==> src/rtl/pipe_hazard_ctrl.sv <==
// Purpose: hazard/control unit for a 5-stage pipeline (load-use, mispredict, ret, halt).
// Latency: control outputs are combinational from state+inputs; state/stall_cnt update next edge.
// Backpressure: drives stalls/bubbles into the pipeline registers; no upstream handshake.
//
// Ports:
//   clk, rst                  : clock, synchronous active-high reset
//   D_icode, d_srcA, d_srcB   : Decode-stage opcode and source registers
//   E_icode, E_dstM, e_cnd    : Execute-stage opcode, load destination, branch condition
//   m_stat, W_stat            : Memory / Writeback status codes
//   F_stall..W_stall, set_cc  : per-stage stall/bubble controls, CC write enable
//   halted                    : high while the controller sits in HALTED
//   stall_cnt                 : saturating count of Fetch-stall cycles (not counted in HALTED)
module pipe_hazard_ctrl #(
  parameter logic [2:0] STAT_AOK = 3'd1,
  parameter logic [3:0] RNONE    = 4'hF,
  parameter int         CNT_W    = 16
) (
  input  logic             clk,
  input  logic             rst,
  input  logic [3:0]       D_icode,
  input  logic [3:0]       d_srcA,
  input  logic [3:0]       d_srcB,
  input  logic [3:0]       E_icode,
  input  logic [3:0]       E_dstM,
  input  logic             e_cnd,
  input  logic [2:0]       m_stat,
  input  logic [2:0]       W_stat,
  output logic             F_stall,
  output logic             D_stall,
  output logic             D_bubble,
  output logic             E_bubble,
  output logic             M_bubble,
  output logic             W_stall,
  output logic             set_cc,
  output logic             halted,
  output logic [CNT_W-1:0] stall_cnt
);

  typedef enum logic [1:0] {
    RUN    = 2'd0,
    RET_E  = 2'd1,
    RET_M  = 2'd2,
    HALTED = 2'd3
  } state_t;

  localparam logic [3:0] I_MRMOVQ = 4'h5;
  localparam logic [3:0] I_OPQ    = 4'h6;
  localparam logic [3:0] I_JXX    = 4'h7;
  localparam logic [3:0] I_RET    = 4'h9;
  localparam logic [3:0] I_POPQ   = 4'hB;

  state_t           state_q, state_d;
  logic [CNT_W-1:0] stall_cnt_q, stall_cnt_d;

  logic load_use, mispredict, ret_in_d;

  // A load in Execute whose destination feeds Decode; RNONE never matches.
  assign load_use   = ((E_icode == I_MRMOVQ) || (E_icode == I_POPQ)) &&
                      (E_dstM != RNONE) &&
                      ((E_dstM == d_srcA) || (E_dstM == d_srcB));
  assign mispredict = (E_icode == I_JXX) && !e_cnd;
  assign ret_in_d   = (D_icode == I_RET);

  always_comb begin
    state_d  = state_q;
    F_stall  = 1'b0;
    D_stall  = 1'b0;
    D_bubble = 1'b0;
    E_bubble = 1'b0;
    M_bubble = 1'b0;
    W_stall  = 1'b0;
    set_cc   = 1'b0;

    if (rst) begin
      // Flush the datapath stages while reset is held.
      D_bubble = 1'b1;
      E_bubble = 1'b1;
      M_bubble = 1'b1;
      state_d  = RUN;
    end else begin
      unique case (state_q)
        RUN: begin
          if (load_use) begin
            // Load-use wins over ret: the ret is re-examined once the load resolves.
            F_stall  = 1'b1;
            D_stall  = 1'b1;
            E_bubble = 1'b1;
          end else if (mispredict) begin
            // Squash the two wrong-path instructions; a ret among them is discarded.
            D_bubble = 1'b1;
            E_bubble = 1'b1;
          end else if (ret_in_d) begin
            F_stall  = 1'b1;
            D_bubble = 1'b1;
            state_d  = RET_E;
          end
        end
        RET_E: begin
          F_stall  = 1'b1;
          D_bubble = 1'b1;
          state_d  = RET_M;
        end
        RET_M: begin
          F_stall  = 1'b1;
          D_bubble = 1'b1;
          state_d  = RUN;
        end
        HALTED: begin
          F_stall = 1'b1;
          D_stall = 1'b1;
          W_stall = 1'b1;
        end
        default: state_d = RUN;
      endcase

      if (state_q != HALTED) begin
        M_bubble = (m_stat != STAT_AOK);
        set_cc   = (E_icode == I_OPQ) && (m_stat == STAT_AOK) && (W_stat == STAT_AOK);
      end

      // A faulting instruction at Writeback freezes the machine, overriding ret sequencing.
      if (W_stat != STAT_AOK) begin
        W_stall = 1'b1;
        state_d = HALTED;
      end
    end
  end

  always_comb begin
    stall_cnt_d = stall_cnt_q;
    if (rst) begin
      stall_cnt_d = '0;
    end else if (F_stall && (state_q != HALTED) && (stall_cnt_q != {CNT_W{1'b1}})) begin
      stall_cnt_d = stall_cnt_q + 1'b1;
    end
  end

  always_ff @(posedge clk) begin
    if (rst) begin
      state_q     <= RUN;
      stall_cnt_q <= '0;
    end else begin
      state_q     <= state_d;
      stall_cnt_q <= stall_cnt_d;
    end
  end

  assign halted    = (state_q == HALTED);
  assign stall_cnt = stall_cnt_q;

endmodule

==> config.mk <==
export PLATFORM = sky130hd
export DESIGN_NAME = pipe_hazard_ctrl
export DESIGN_NICKNAME = d
export VERILOG_FILES = /design/src/rtl/pipe_hazard_ctrl.sv
export SDC_FILE = /design/constraint.sdc
export NUM_CORES = 1
export LEC_CHECK = 0
export BUFFER_PORTS_ARGS = -buffer_cell sky130_fd_sc_hd__buf_2
export CAP_MARGIN = 20
export CORE_MARGIN = 1.5
export CORE_UTILIZATION = 47
export CTS_CLUSTER_SIZE = 16
export DETAILED_ROUTE_END_ITERATION = 10
export PLACE_DENSITY = 0.79
export SETUP_SLACK_MARGIN = 0.02
export SLEW_MARGIN = 40
export SYNTH_ARGS = -nofsm -noshare
export SYNTH_HDL_FRONTEND = slang
export SYNTH_SLANG_ARGS = --single-unit
==> constraint.sdc <==
create_clock -name clk -period 2.13 [get_ports clk]
set_input_delay 0.213 -clock clk [delete_from_list [all_inputs] [get_ports clk]]
set_output_delay 0.213 -clock clk [all_outputs]
set_load 0.01 [all_outputs]
==> metrics.txt <==
Final Cell Area=1620 µm²; Synth Warn #=0; Seq/Total Area, Yosys=29.0%; clock tree root buffer cell=clkbuf_4; drt total wl=3.15 mm; initial antenna violation count=0; Worst Tran Pin Value=0.491 ns; Max Fclk=507 MHz; Final GP Congestion=0.805; worst-case reg-to-reg path depth=6; CTS sink cnt=18; number of synthesized register bits=18; post-route minimum period=1.97 ns; CTS buffer count=3; die area=2960 µm²; worst setup path category=register to register; synthesized net count=188; Cell Area, Synth=1240 µm²; Die Y-Extent=54.4 µm; Setup Buffers After CTS=0; CP arrival=2.21 ns; final non-filler cell total=243; global-route wire length before repair=4.96 mm; outcome=complete, no violations; Worst-path clk slew=0.11 ns; Max Cap Violations=0; port bufs=52; DRT Pass-1 Iters=4; hold wc startpoint=W_stat[2]; Tightest Hold Check Type=input pin to register; PostCTS Resize Cnt=0; Initial Utilization=49.7%; setup tns final=0 ns; Startpoint Class=register; hpwl dp=2.40 mm; Final Skew=0.00169 ns; DRT iter0 DRCs=31; Post-synth EDFFs=0; Vias=approximately 1.3k; number of library cell types mapped by synthesis=41; Cells after Synth=153; CTS Hold Bufs=0; FFs w/ async S/R, synth=0%; P_leak=between 0.7 and 0.8 nW; vias in the first global route=1,187; pwr dens=458 nW/µm²; CTS tree=done; Clock Path Buffers=2; most common cell after layout, fill and taps aside=buf_2; hold path endpoint=state_q[0]; site row count=18; fraction of layout cells with a size suffix above 1=34.7%; CP Capture Type=register; residual DRC count=0; I/O pins=53; pins over their slew limit=0; Core Util, Final=64.8%; Max H-tree Level=1; grt ovf=0; top_reg_cell synth=dfxtp_1; flop2flop setup slack=0.16 ns; placed instance area=~1600 µm²; Rel. slew slack=67.3%; CP Data Required Time=2.37 ns; Crit Path Max Fanout=8; area grow syn2layout=30.3%; reg2reg end=stall_cnt[14]; n_diodes=0; largest net degree at the start of global routing=30; Hold Path Depth=3; Peak VDD IR=0.407 mV; Via density=5.52; number of nets still failing antenna checks after routing=0; final hold violation count=0; RSZ-0062 raised after global routing=no; # setup viols final=0; layout net count=249; worst r2r src=stall_cnt[4]; placed insts=approximately 240; Global Route Usage Sum=22.5%; Die Wd=54.4 µm; WL/cell=12.9 µm; Post-Syn Area per Cell=8.13 µm²; Worst-Skew Late Latency=0.30 ns; most frequent cells in the layout=52 x buf_2, 18 x dfxtp_1, 14 x nor2_1, 12 x a21oi_1, 10 x xor2_1; Final Cycle Share=just over 90%; core area=~2500 µm²
-- kinds of logic (layout without fill, tap and decap cells) --
family,after synthesis,count (layout),share of synthesized area (%)
xor gates and xnor gates,10,10,7.04
muxes,5,5,4.43
and+or+nand+nor,67,67,31.1
DFF,18,18,29.0
buffers and inverters,12,71,4.53
AOI/OAI and AO/OA,35,36,17.9
adders and majority gates,6,6,6.04
-- worst max path at each step --
stage	startpoint	to	slack, ns
2_1_floorplan	stall_cnt[3]	stall_cnt[1]	0.21
3_3_place_gp	E_dstM[1]	stall_cnt[9]	0.16
3_5_place_dp	E_dstM[1]	stall_cnt[15]	0.07
4_1_cts	stall_cnt[4]	stall_cnt[1]	0.13
5_1_grt	stall_cnt[0]	stall_cnt[1]	0.03
6_report	stall_cnt[4]	stall_cnt[14]	0.16
-- metal layers --
metal | track usage, % | part of all wire [%]
met1 | 25.9 | 45
met3 | 6.28 | 5.6
met4 | 4.17 | 0.79
met2 | 41.4 | 49
met5 | 0 | 0
-- stage by stage --
step	worst slack (ns)	hold WS [ns]	total power [W]
2_1_floorplan	0.207	0.384	0.000468
3_3_place_gp	0.158	0.484	0.000522
3_5_place_dp	0.0734	0.486	0.000528
4_1_cts	0.131	0.200	0.000744
5_1_grt	0.0300	0.194	0.000790
6_report	0.156	0.199	0.000743
-- cell usage after synthesis (all sizes together), types with 2 or more instances --
cell / n / area [µm²]
buf: 2 / 18.8
nand3: 6 / 35.0
clkbuf: 4 / 15.0
ha: 6 / 75.1
o31ai: 4 / 30.0
nor2: 14 / 52.6
or3: 6 / 37.5
nand4: 3 / 18.8
nand2: 8 / 30.0
inv: 6 / 22.5
o21bai: 2 / 15.0
and3: 4 / 25.0
dfxtp: 18 / 360
a21oi: 12 / 60.1
nand2b: 4 / 25.0
mux2: 4 / 45.0
nor2b: 2 / 12.5
or4: 5 / 37.5
xor2: 10 / 87.6
nor3: 3 / 15.0
nor4: 5 / 43.8
o21ai: 11 / 66.3
nor3b: 2 / 15.0
-- flip-flops by register name (all words and copies together) (netlist names) --
signal / flops
state_q: 2
stall_cnt: 16
-- power by group --
part / internal (W) / switching (W) / total (W)
Sequential: 0.000346 / 0.0000106 / 0.000357
Clock: 0.000104 / 0.000114 / 0.000218
Combinational: 0.0000753 / 0.0000926 / 0.000168
-- worst max-delay path: stages, from the launching register on --
cell,delay (ns)
dfxtp_1,0.42
and3_1,0.26
nand3_2,0.10
buf_4,0.16
or2_1,0.29
or4_1,0.53
a21oi_1,0.15
-- cell type report --
| cell class | instances | area [µm²] |
|---|---|---|
| repair buffers | 61 | 328 |
| inverters | 6 | 22.5 |
| well taps | 30 | 37.5 |
| fillers | 220 | 880 |
| flip-flops and latches | 18 | 360 |
| multi-input cells | 124 | 836 |
| clock buffers | 4 | 36.3 |
No activity file was read; power rests on OpenSTA's default activity.
